==> src/rtl/tone_voice_mixer.sv <==
// Multi-voice square/triangle tone generator and mixer handing offset-binary samples to a DAC.
// Defining TONE_VOICE_MIXER_ENVELOPE_EN adds a per-voice linear attack/release gain.
module tone_voice_mixer #(
  parameter int NUM_VOICES = 6,
  parameter int PHASE_W    = 24,
  parameter int AMP_W      = 8,
  parameter int SAMPLE_W   = 12,
  parameter int GAIN_SHIFT = 3
) (
  input  logic                               clock_50Mhz,
  input  logic                               reset,
  input  logic                               sampleTick,
  input  logic [NUM_VOICES-1:0]              voiceEnable,
  input  logic [NUM_VOICES-1:0]              waveSelect,
  input  logic [NUM_VOICES*PHASE_W-1:0]      phaseIncrement,
  input  logic                               dacBusy,
  output logic [SAMPLE_W-1:0]                outputSample,
  output logic                               sampleValid,
  output logic                               overrun,
  output logic [$clog2(NUM_VOICES+1)-1:0]    activeVoices
);

  localparam int IDX_W = (NUM_VOICES > 1) ? $clog2(NUM_VOICES) : 1;
  localparam int ACC_W = AMP_W + $clog2(NUM_VOICES) + 1;
  localparam int MIX_W = ACC_W + SAMPLE_W - AMP_W;
  localparam int AV_W  = $clog2(NUM_VOICES + 1);
  localparam logic [SAMPLE_W-1:0]    MID     = SAMPLE_W'(1) << (SAMPLE_W - 1);
  localparam logic signed [MIX_W-1:0] SAT_MAX = (MIX_W'(1) << (SAMPLE_W - 1)) - MIX_W'(1);
  localparam logic signed [MIX_W-1:0] SAT_MIN = ~SAT_MAX;

  typedef enum logic [1:0] {IDLE, ACCUM, SCALE, WAIT_DAC} state_t;

  state_t                  state_q, state_d;
  logic [IDX_W-1:0]        idx_q, idx_d;
  logic signed [ACC_W-1:0] acc_q, acc_d;
  logic [SAMPLE_W-1:0]     result_q, result_d;
  logic [SAMPLE_W-1:0]     sample_q, sample_d;
  logic                    overrun_q, overrun_d;
  logic [AV_W-1:0]         active_q, active_d;
  logic [PHASE_W-1:0]      phase_q [NUM_VOICES];
  logic [PHASE_W-1:0]      phase_d [NUM_VOICES];

  logic [NUM_VOICES-1:0][AMP_W-1:0] wave_all;
  logic                    tick_accept, last_voice, cur_en, cur_live;
  logic [PHASE_W-1:0]      cur_phase, cur_inc, next_phase;
  logic signed [AMP_W-1:0] cur_wave, contrib;
  logic [AV_W-1:0]         popcnt;
  logic signed [MIX_W-1:0] mix_up, mix;
  logic [SAMPLE_W-1:0]     sat;

  // Per-voice waveform from the phase held before this frame's update.
  for (genvar gi = 0; gi < NUM_VOICES; gi++) begin : g_wave
    logic             msb;
    logic [AMP_W:0]   tri_p;
    logic [AMP_W-1:0] tri_t;
    assign msb          = phase_q[gi][PHASE_W-1];
    assign tri_p        = phase_q[gi][PHASE_W-1 -: AMP_W+1];
    assign tri_t        = tri_p[AMP_W] ? ~tri_p[AMP_W-1:0] : tri_p[AMP_W-1:0];
    assign wave_all[gi] = waveSelect[gi] ? {~tri_t[AMP_W-1], tri_t[AMP_W-2:0]}
                                         : {msb, {(AMP_W-1){~msb}}};
  end

  assign tick_accept = (state_q == IDLE) && sampleTick;
  assign last_voice  = (int'(idx_q) == NUM_VOICES - 1);

`ifdef TONE_VOICE_MIXER_ENVELOPE_EN
  logic [4:0]              gain_q [NUM_VOICES];
  logic [4:0]              gain_d [NUM_VOICES];
  logic [4:0]              cur_gain;
  logic signed [AMP_W+5:0] env_prod;

  assign env_prod = (AMP_W+6)'(cur_wave) * (AMP_W+6)'($signed({1'b0, cur_gain}));
  assign contrib  = env_prod[AMP_W+3:4];
  // A fading voice keeps running until its gain reaches zero.
  assign cur_live = cur_en || (cur_gain != 5'd0);

  always_comb begin : p_gain
    for (int i = 0; i < NUM_VOICES; i++) begin
      gain_d[i] = gain_q[i];
      if (tick_accept) begin
        if (voiceEnable[i]) begin
          if (gain_q[i] != 5'd16) gain_d[i] = gain_q[i] + 5'd1;
        end else if (gain_q[i] != 5'd0) begin
          gain_d[i] = gain_q[i] - 5'd1;
        end
      end
    end
  end

  always_ff @(posedge clock_50Mhz) begin : p_gain_reg
    for (int i = 0; i < NUM_VOICES; i++) begin
      if (reset) gain_q[i] <= 5'd0;
      else       gain_q[i] <= gain_d[i];
    end
  end
`else
  assign contrib  = cur_en ? cur_wave : '0;
  assign cur_live = cur_en;
`endif

  always_comb begin : p_select
    cur_phase = '0;
    cur_inc   = '0;
    cur_en    = 1'b0;
    cur_wave  = '0;
`ifdef TONE_VOICE_MIXER_ENVELOPE_EN
    cur_gain  = '0;
`endif
    for (int i = 0; i < NUM_VOICES; i++) begin
      if (int'(idx_q) == i) begin
        cur_phase = phase_q[i];
        cur_inc   = phaseIncrement[i*PHASE_W +: PHASE_W];
        cur_en    = voiceEnable[i];
        cur_wave  = wave_all[i];
`ifdef TONE_VOICE_MIXER_ENVELOPE_EN
        cur_gain  = gain_q[i];
`endif
      end
    end
  end

  assign next_phase = cur_live ? cur_phase + cur_inc : '0;

  always_comb begin : p_phase
    for (int i = 0; i < NUM_VOICES; i++) begin
      phase_d[i] = phase_q[i];
      if ((state_q == ACCUM) && (int'(idx_q) == i)) phase_d[i] = next_phase;
    end
  end

  always_comb begin : p_popcount
    popcnt = '0;
    for (int i = 0; i < NUM_VOICES; i++) begin
`ifdef TONE_VOICE_MIXER_ENVELOPE_EN
      if (gain_d[i] != 5'd0) popcnt = popcnt + AV_W'(1);
`else
      if (voiceEnable[i]) popcnt = popcnt + AV_W'(1);
`endif
    end
  end

  assign mix_up = MIX_W'(acc_q) <<< (SAMPLE_W - AMP_W);
  assign mix    = mix_up >>> GAIN_SHIFT;

  always_comb begin : p_saturate
    sat = mix[SAMPLE_W-1:0];
    if (mix > SAT_MAX)      sat = SAT_MAX[SAMPLE_W-1:0];
    else if (mix < SAT_MIN) sat = SAT_MIN[SAMPLE_W-1:0];
  end

  always_ff @(posedge clock_50Mhz) begin : p_state_reg
    if (reset) state_q <= IDLE;
    else       state_q <= state_d;
  end

  always_comb begin : p_next_state
    state_d = state_q;
    case (state_q)
      IDLE:     if (sampleTick) state_d = ACCUM;
      ACCUM:    if (last_voice) state_d = SCALE;
      SCALE:    state_d = WAIT_DAC;
      WAIT_DAC: if (!dacBusy) state_d = IDLE;
      default:  state_d = IDLE;
    endcase
  end

  always_comb begin : p_datapath
    idx_d     = idx_q;
    acc_d     = acc_q;
    result_d  = result_q;
    sample_d  = sample_q;
    active_d  = active_q;
    overrun_d = sampleTick && (state_q != IDLE);
    case (state_q)
      IDLE: begin
        if (tick_accept) begin
          idx_d    = '0;
          acc_d    = '0;
          active_d = popcnt;
        end
      end
      ACCUM: begin
        acc_d = acc_q + ACC_W'(contrib);
        idx_d = last_voice ? '0 : idx_q + IDX_W'(1);
      end
      // Offset binary is the two's-complement value with its MSB inverted.
      SCALE:    result_d = {~sat[SAMPLE_W-1], sat[SAMPLE_W-2:0]};
      WAIT_DAC: if (!dacBusy) sample_d = result_q;
      default: ;
    endcase
  end

  always_ff @(posedge clock_50Mhz) begin : p_data_reg
    if (reset) begin
      idx_q     <= '0;
      acc_q     <= '0;
      result_q  <= MID;
      sample_q  <= MID;
      overrun_q <= 1'b0;
      active_q  <= '0;
      for (int i = 0; i < NUM_VOICES; i++) phase_q[i] <= '0;
    end else begin
      idx_q     <= idx_d;
      acc_q     <= acc_d;
      result_q  <= result_d;
      sample_q  <= sample_d;
      overrun_q <= overrun_d;
      active_q  <= active_d;
      for (int i = 0; i < NUM_VOICES; i++) phase_q[i] <= phase_d[i];
    end
  end

  // The strobe cycle presents the new sample directly so it is valid alongside sampleValid.
  always_comb begin : p_output
    sampleValid  = (state_q == WAIT_DAC) && !dacBusy && !reset;
    outputSample = sampleValid ? result_q : sample_q;
    overrun      = overrun_q;
    activeVoices = active_q;
  end

endmodule

==> config.mk <==
export PLATFORM = sky130hd
export DESIGN_NAME = tone_voice_mixer
export DESIGN_NICKNAME = d
export VERILOG_FILES = /design/src/rtl/tone_voice_mixer.sv
export SDC_FILE = /design/constraint.sdc
export NUM_CORES = 1
export LEC_CHECK = 0
export ABC_AREA = 1
export CAP_MARGIN = 0
export CORE_ASPECT_RATIO = 1.5
export CORE_MARGIN = 10
export CORE_UTILIZATION = 35
export CTS_CLUSTER_DIAMETER = 100
export CTS_CLUSTER_SIZE = 16
export DETAILED_ROUTE_END_ITERATION = 16
export SYNTH_ARGS = -nofsm -noshare
export SYNTH_HDL_FRONTEND = slang
export SYNTH_SLANG_ARGS = --single-unit
==> constraint.sdc <==
create_clock -name clock_50Mhz -period 4.01 [get_ports clock_50Mhz]
set_input_delay 0.802 -clock clock_50Mhz [delete_from_list [all_inputs] [get_ports clock_50Mhz]]
set_output_delay 0.802 -clock clock_50Mhz [all_outputs]
set_load 0.01 [all_outputs]
==> results of run 1 <==
[cell usage in the layout (no fill, tap or decap), drive strengths merged, types with 8 or more instances in the layout]
cell,Yosys,routed
a211oi,10,10
a21oi,308,308
a22oi,32,32
a311oi,21,21
a31oi,12,12
buf,33,137
clkbuf,90,19
clkdlybuf4s50,0,175
clkinv,2,8
dfxtp,189,189
ha,42,42
inv,133,136
nand2,242,242
nand3,87,87
nand4,8,8
nor2,102,102
nor3,13,13
o211ai,41,41
o21ai,272,272
o22ai,9,9
o31ai,11,11
or2,12,12
xor2,20,20
[final cells by class]
cell class,count,area (sq um),area share
Clock buffer,19,443,0.0288
Clock inverter,13,154,0.0100
Inverter,135,512,0.0333
Multi-Input combinational cell,1270,6970,0.454
Sequential cell,189,3790,0.246
Tap cell,415,519,0.0338
Timing Repair Buffer,313,2980,0.194
[layer usage]
layer / up-vias / GRT usage
met2: 432 / 0.377
met3: 95 / 0.0448
met1: 5770 / 0.211
met5: - / 0
li1: 6451 / -
met4: 0 / 0.0980
[cell families (layout without fill, tap and decap cells)]
logic type | count (synthesis) | in the layout | synth area share
xor gates and xnor gates | 23 | 23 | 0.0172
DFF | 189 | 189 | 0.324
and+or+nand+nor | 466 | 466 | 0.173
buffers and inverters | 258 | 480 | 0.0861
adders and majority gates | 44 | 44 | 0.0484
AOI/OAI and AO/OA | 737 | 737 | 0.352
[synth_stat cells (all sizes together) (7+ instances only)]
| cell | count | area [sq um] |
|---|---|---|
| nand2 | 242 | 938 |
| or2 | 12 | 75.1 |
| a211oi | 10 | 75.1 |
| a31oi | 12 | 75.1 |
| nand4 | 8 | 50.1 |
| o32ai | 7 | 61.3 |
| a21oi | 308 | 1550 |
| buf | 33 | 158 |
| dfxtp | 189 | 3780 |
| o31ai | 11 | 82.6 |
| a311oi | 21 | 184 |
| nand3 | 87 | 460 |
| ha | 42 | 526 |
| nor2 | 102 | 417 |
| xor2 | 20 | 175 |
| clkbuf | 90 | 338 |
| o21ai | 272 | 1360 |
| a22oi | 32 | 245 |
| inv | 133 | 502 |
| o211ai | 41 | 308 |
| o22ai | 9 | 56.3 |
| nor3 | 13 | 65.1 |
[registers in the layout (all words and copies together) (netlist names)]
name	flops
phase_q	144
acc_q	12
result_q	12
sample_q	12
activeVoices	3
idx_q	3
state_q	2
overrun	1
[where the power goes]
group	total (W)	switching, W	internal (W)
sequential	0.00229	0.000166	0.00213
combinational	0.00735	0.00439	0.00296
clock	0.00173	0.000828	0.000899
total	0.0114	0.00538	0.00598
[per-stage QoR]
step	hold slack (ns)	power, W	setup WS (ns)	TNS, ns
3_5_place_dp	0.442	0.00962	-0.394	-7.02
5_1_grt	0.486	0.0122	-0.0186	-0.0423
3_3_place_gp	0.435	0.00954	-0.402	-5.27
2_1_floorplan	0.427	0.00627	0.133	0
6_report	0.455	0.0114	0.190	0
4_1_cts	0.459	0.0114	0.0142	0
[final timing paths]
| check | startpoint | to | slack, ns | cells past startpoint |
|---|---|---|---|---|
| max | idx_q[0]$_SDFFE_PP0P_ | phase_q[4][20]$_SDFFE_PP0P_ | 0.19 | 20 |
| min | sample_q[11]$_SDFFE_PP1P_ | sample_q[11]$_SDFFE_PP1P_ | 0.45 | 2 |
| max reg2reg | idx_q[0]$_SDFFE_PP0P_ | phase_q[4][20]$_SDFFE_PP0P_ | 0.19 | 20 |
| min reg2reg | sample_q[11]$_SDFFE_PP1P_ | sample_q[11]$_SDFFE_PP1P_ | 0.45 | 2 |
[worst reg2reg max path: stages (launching register included)]
cell and delay (ns):
dfxtp_2 0.41, nand2_1 0.09, inv_1 0.06, ha_1 0.22
inv_2 0.07, buf_12 0.17, buf_12 0.20, o211ai_1 0.38
a31oi_1 0.21, ha_1 0.34, buf_4 0.15, a21oi_1 0.19
o21ai_0 0.11, a21oi_1 0.16, nand3_1 0.17, nand3_1 0.11
nand2_1 0.08, or2_2 0.27, nand3_1 0.11, buf_12 0.14
a21oi_1 0.06
[what timing repair did]
| action | in CTS | in global routing |
|---|---|---|
| gates resized for setup | 3 | 21 |
| pin swaps | 0 | 1 |
| buffers inserted | 0 | 0 |
| endpoints found under the setup margin | 12 | 81 |
==> qor.yml, run 1 <==
sta:
  worst_slew_pin_slew_ns: 0.875
  maxSlewViolCount: 0
  finalCriticalPeriod_ns: 3.82
  final-hold-violation-count: 0
  setup_violations: 0
  rsz0062_at_grt: "yes"
  max_freq_ghz: 0.262
  worst_clock_skew_ns: 0.0135
  post-route-period-util: 0.953
  relSlewSlack: 0.411
global_route:
  grt_pass1_vias: 12600
  grt_max_degree: 113
  antenna_found_initial: 0
  grtUsageTotal: 0.204
  grt_pass1_wl_um: 67200
  gr-total-overflow: 0
floorplan:
  boundaryPins: 177
  start_util: 0.356
  coreArea_sq_mm: 0.0328
  rows: 81
  die-area_sq_mm: 0.0413
  dieWidth_um: 169
  fp.dieH_um: 244
logic_synthesis:
  yosysWarnings: 0
  synthCells: 1717
  syn_area_per_cell_sq_um: 6.81
  ys_ff_latch: 189
  synthDistinctLibCells: 46
  synthesis.area_sq_mm: 0.0117
  synth-edff-count: 0
  yosysSeqAreaShare: 0.324
  synthFlopType: "dfxtp_1"
  syn-num-nets: 1921
  synthArstFlopShare: 0
routing:
  wl_met2_um: 22500
  drc: 0
  avgRoutedWirePerCell_um: 18.5
  wl_met3_um: 2570
  drt-initial-drc-count: 872
  detail-route-antenna-nets: 0
  top_layer: "met4"
  routed_wl_um: 43500
  via_count: 12700
  wl_met1_um: 16500
  vias_per_cell: 5.42
  dr.pass1.iters: 5
place:
  dpl.cell_count: 2322
  dpl.hpwl_um: 33500
  portBuffers: 176
  placed_cell_area_sq_mm: 0.0147
  gp_congestion: 0.913
critical_path:
  startpoint_type: "flip-flop"
  critPathMaxFanout: 32
  critical_path.slowest_cell: "dfxtp_2"
  slowest_delay_ns: 0.41
  critPathRequiredTime_ns: 4.33
  crit_family: "compound AO/OA/AOI/OAI gates"
  critical_path_arrival_ns: 4.14
  cp-end-kind: "flip-flop"
  criticalPathCategory: "flip-flop to flip-flop"
  crit_chain: "nand2_1 > inv_1 > ha_1 > inv_2 > buf_12 > buf_12 > o211ai_1 > a31oi_1 > ha_1 > buf_4 > a21oi_1 > o21ai_0 > a21oi_1 > nand3_1 > nand3_1 > nand2_1 > or2_2 > nand3_1 > buf_12 > a21oi_1"
  cp_num_buf_inv: 6
clock_network:
  cts.root.buffer_cell: "clkbuf_16"
  cts_tree: "done"
  clk_latency_ns: 0.46
  htreeDepth: 4
  cts-buffers-inserted: 17
  ctsHoldBuffers: 0
  clock-sinks: 189
  clockBufferDepth: 2
  clk_pin_slew_worst_paths_ns: 0.07
power_and_ir_drop:
  ir_drop_mv: 0.364
  p_leak_nw: 6.25
  p_per_area_mw_per_mm2: 740
worst_hold_path:
  hp-class: "flip-flop to flip-flop"
final_layout:
  num_antenna_cells: 0
  design_area_sq_mm: 0.0154
  layout-drive-gt1-share: 0.121
  n_fill_cell: 3404
  final_cells: 2354
  area_growth_syn_to_layout_pct: 31.5
  fin_util: 0.468
  nets: 2130
run:
  max_cap_viol_count: 0
status:
  status: "finished, final reports clean"
Note: power is estimated with default switching activity, not from simulation.
==> run 2, diff against run 1 <==
--- a/config.mk
+++ b/config.mk
@@ -13,6 +13,7 @@
 export CTS_CLUSTER_DIAMETER = 100
 export CTS_CLUSTER_SIZE = 16
 export DETAILED_ROUTE_END_ITERATION = 16
+export SETUP_SLACK_MARGIN = 0.2
 export SYNTH_ARGS = -nofsm -noshare
 export SYNTH_HDL_FRONTEND = slang
 export SYNTH_SLANG_ARGS = --single-unit
==> run 2 against run 1 <==
  * Core utilization up 1.6 points
  * Clock power about the same
  * Sequential share of layout area down 0.78 points
  * Sequential cell count unchanged
  * Sequential power about the same
  * Combinational power up 5.3%
  * Critical path type unchanged
  * Critical endpoint is now phase_q[1][20]$_SDFFE_PP0P_
  * Largest cell class unchanged
  * Highest routed layer unchanged
==> qor.yml, run 2 (synthesized netlist as in run 1, its figures left out) <==
sta:
  finalCriticalPeriod_ns: 3.65  # was 3.82 ns
  relSlewSlack: 0.231  # was 0.411
  maxSlewViolCount: 0  # unchanged
  max_freq_ghz: 0.274  # was 0.262 GHz
  post-route-period-util: 0.911  # was 0.953
  final-hold-violation-count: 0  # unchanged
  worst_clock_skew_ns: 0.0185  # was 0.0135 ns
  worst_slew_pin_slew_ns: 1.15  # was 0.875 ns
  rsz0062_at_grt: "yes"  # unchanged
  setup_violations: 0  # unchanged
  whs_ns: 0.465  # was 0.455 ns
routing:
  dr.pass1.iters: 6  # was 5
  drt-initial-drc-count: 1213  # was 872
  routed_wl_um: 45000  # was 43500 um
  via_count: 13000  # was 12700
  avgRoutedWirePerCell_um: 19.0  # was 18.5 um
  vias_per_cell: 5.49  # was 5.42
  drc: 0  # unchanged
  detail-route-antenna-nets: 0  # unchanged
global_route:
  grt_max_degree: 77  # was 113
  grt_pass1_wl_um: 67400  # was 67200 um
  grt_pass1_vias: 12400  # was 12600
  antenna_found_initial: 0  # unchanged
  grtUsageTotal: 0.202  # was 0.204
  gr-total-overflow: 0  # unchanged
critical_path:
  crit_chain: "inv_2 > nand2_4 > nor2_4 > buf_12 > buf_4 > a22oi_1 > nand3_1 > o211ai_1 > a21oi_2 > ha_1 > buf_4 > a21oi_1 > o21ai_0 > a21oi_1 > nand3_2 > nand3_1 > nand2_1 > or2_2 > nand3_1 > buf_12 > a21oi_1"  # was nand2_1 > inv_1 > ha_1 > inv_2 > buf_12 > buf_12 > o211ai_1 > a31oi_1 > ha_1 > buf_4 > a21oi_1 > o21ai_0 > a21oi_1 > nand3_1 > nand3_1 > nand2_1 > or2_2 > nand3_1 > buf_12 > a21oi_1
  r2r_end: "phase_q[1][20]$_SDFFE_PP0P_"  # was phase_q[4][20]$_SDFFE_PP0P_
  critPathRequiredTime_ns: 4.29  # was 4.33 ns
  criticalPathCategory: "flip-flop to flip-flop"  # unchanged
  critPathMaxFanout: 18  # was 32
  critical_path_arrival_ns: 3.94  # was 4.14 ns
  startpoint_type: "flip-flop"  # unchanged
  cp-end-kind: "flip-flop"  # unchanged
  timing.rr.start: "idx_q[1]$_SDFFE_PP0P_"  # was idx_q[0]$_SDFFE_PP0P_
  slowest_delay_ns: 0.34  # was 0.41 ns
  critical_path.slowest_cell: "dfxtp_2"  # unchanged
  reg2reg_slack_ns: 0.36  # was 0.19 ns
  worst-r2r-cell-count: 21  # was 20
power_and_ir_drop:
  p_per_area_mw_per_mm2: 742  # was 740 mW/mm^2
  p_int_w: 0.00615  # was 0.00598 W
  power_frac_comb: 0.656  # was 0.646
  netSwitchingPower_w: 0.00565  # was 0.00538 W
  p_clk_frac: 0.149  # was 0.152
  finalPower_w: 0.0118  # was 0.0114 W
  p_leak_nw: 6.45  # was 6.25 nW
  pwr-share-seq: 0.195  # was 0.202
  switching_share: 0.479  # was 0.474
  ir_drop_mv: 0.404  # was 0.364 mV
clock_network:
  clk_latency_ns: 0.45  # was 0.46 ns
  clk_pin_slew_worst_paths_ns: 0.07  # about the same
  cts_tree: "done"  # unchanged
  clockBufferDepth: 2  # unchanged
  ctsHoldBuffers: 0  # unchanged
  cts.root.buffer_cell: "clkbuf_16"  # unchanged
  cts-buffers-inserted: 17  # unchanged
  htreeDepth: 4  # unchanged
  clock-sinks: 189  # unchanged
worst_hold_path:
  hold_path_end: "result_q[6]$_SDFFE_PP0P_"  # was sample_q[11]$_SDFFE_PP1P_
  hp-class: "flip-flop to flip-flop"  # unchanged
  hold_path_startpoint: "result_q[6]$_SDFFE_PP0P_"  # was sample_q[11]$_SDFFE_PP1P_
  hold_depth: 2  # unchanged
final_layout:
  regMostFlops: "phase_q"  # unchanged
  design_area_sq_mm: 0.0159  # was 0.0154 sq mm
  largest_register_ffs: 144  # unchanged
  final_common_cell: "a21oi_1"  # unchanged
  area_growth_syn_to_layout_pct: 36.0  # was 31.5%
  final_cells: 2369  # was 2354
  nets: 2145  # was 2130
  num_antenna_cells: 0  # unchanged
  final_cell_mix: "a21oi_1, o21ai_0, nand2_1"  # unchanged
  layout-drive-gt1-share: 0.154  # was 0.121
place:
  dpl.cell_count: 2314  # was 2322
  placed_cell_area_sq_mm: 0.0146  # was 0.0147 sq mm
  gp_congestion: 0.945  # was 0.913
  dpl.hpwl_um: 32800  # was 33500 um
  portBuffers: 176  # unchanged
status:
  status: "finished, final reports clean"  # unchanged
floorplan:
  start_util: 0.356  # unchanged
  dieWidth_um: 169  # unchanged
  fp.dieH_um: 244  # unchanged
  coreArea_sq_mm: 0.0328  # unchanged
  rows: 81  # unchanged
  boundaryPins: 177  # unchanged
  die-area_sq_mm: 0.0413  # unchanged
run:
  max_cap_viol_count: 0  # unchanged
run 2: cell types whose count changed in the layout (fill, tap and decap cells not counted), sizes merged:
cell    previous run  this run
inv              136       141
buf              137       147
clkinv             8         4
clkbuf            19        23
run 2: what timing repair did:
action	4_1_cts	5_1_grt
gates resized for setup	7	102
gates cloned	0	7
setup buffers	2	14
pin swaps	2	29
endpoints found under the setup margin	67	90
run 2: metrics by stage:
step	util	worst slack (ns)	TNS [ns]
after floorplan	-	0.213	0
after global placement	0.445	-0.344	-3.74
after detailed placement	0.445	-0.328	-4.11
after CTS	0.465	0.187	0
after global routing	0.484	0.0653	0
final	0.484	0.356	0
run 2: worst max path at each step:
stage / end / slack [ns] / start / depth (start not counted)
after floorplan: phase_q[3][15]$_SDFFE_PP0P_ / 0.21 / idx_q[2]$_SDFFE_PP0P_ / 23
after detailed placement: phase_q[1][22]$_SDFFE_PP0P_ / -0.33 / phaseIncrement[39] / 16
after CTS: phase_q[1][22]$_SDFFE_PP0P_ / 0.19 / idx_q[2]$_SDFFE_PP0P_ / 20
after global placement: phase_q[1][22]$_SDFFE_PP0P_ / -0.34 / phaseIncrement[39] / 16
after global routing: acc_q[10]$_SDFFE_PP0P_ / 0.07 / idx_q[0]$_SDFFE_PP0P_ / 25
final: phase_q[1][20]$_SDFFE_PP0P_ / 0.36 / idx_q[1]$_SDFFE_PP0P_ / 21
run 2: cell type report:
type,count,area (sq um)
Fill cell,3338,16900
Multi-Input combinational cell,1270,7260
Sequential cell,189,3790
Timing Repair Buffer,328,3200
Inverter,135,527
Tap cell,415,519
Clock buffer,18,429
Clock inverter,14,169
run 2: metal layers:
| metal | track usage | vias to the layer above | part of all wire |
|---|---|---|---|
| li1 | - | 6480 | - |
| met1 | 0.218 | 5948 | 0.39 |
| met2 | 0.369 | 487 | 0.50 |
| met3 | 0.0430 | 94 | 0.068 |
| met4 | 0.0855 | 0 | 0.043 |
| met5 | 0 | - | 0 |
run 2: critical path: cells and delay by family (launching register included):
family | cells | cell delay, ns
buffers and inverters | 5 | 0.82
AND/OR/NAND/NOR | 8 | 0.98
adder cells (fa/ha/maj) | 1 | 0.29
AO/OA/AOI/OAI | 7 | 1.04
flip-flops | 1 | 0.34
run 2: power by group through the flow:
| stage | registers, W | logic [W] | clock network, W |
|---|---|---|---|
| after floorplan | 0.00229 | 0.00398 | 0 |
| after detailed placement | 0.00233 | 0.00704 | 0 |
| after global placement | 0.00232 | 0.00700 | 0 |
| final | 0.00230 | 0.00774 | 0.00175 |
| after CTS | 0.00229 | 0.00712 | 0.00178 |
| after global routing | 0.00233 | 0.00839 | 0.00186 |
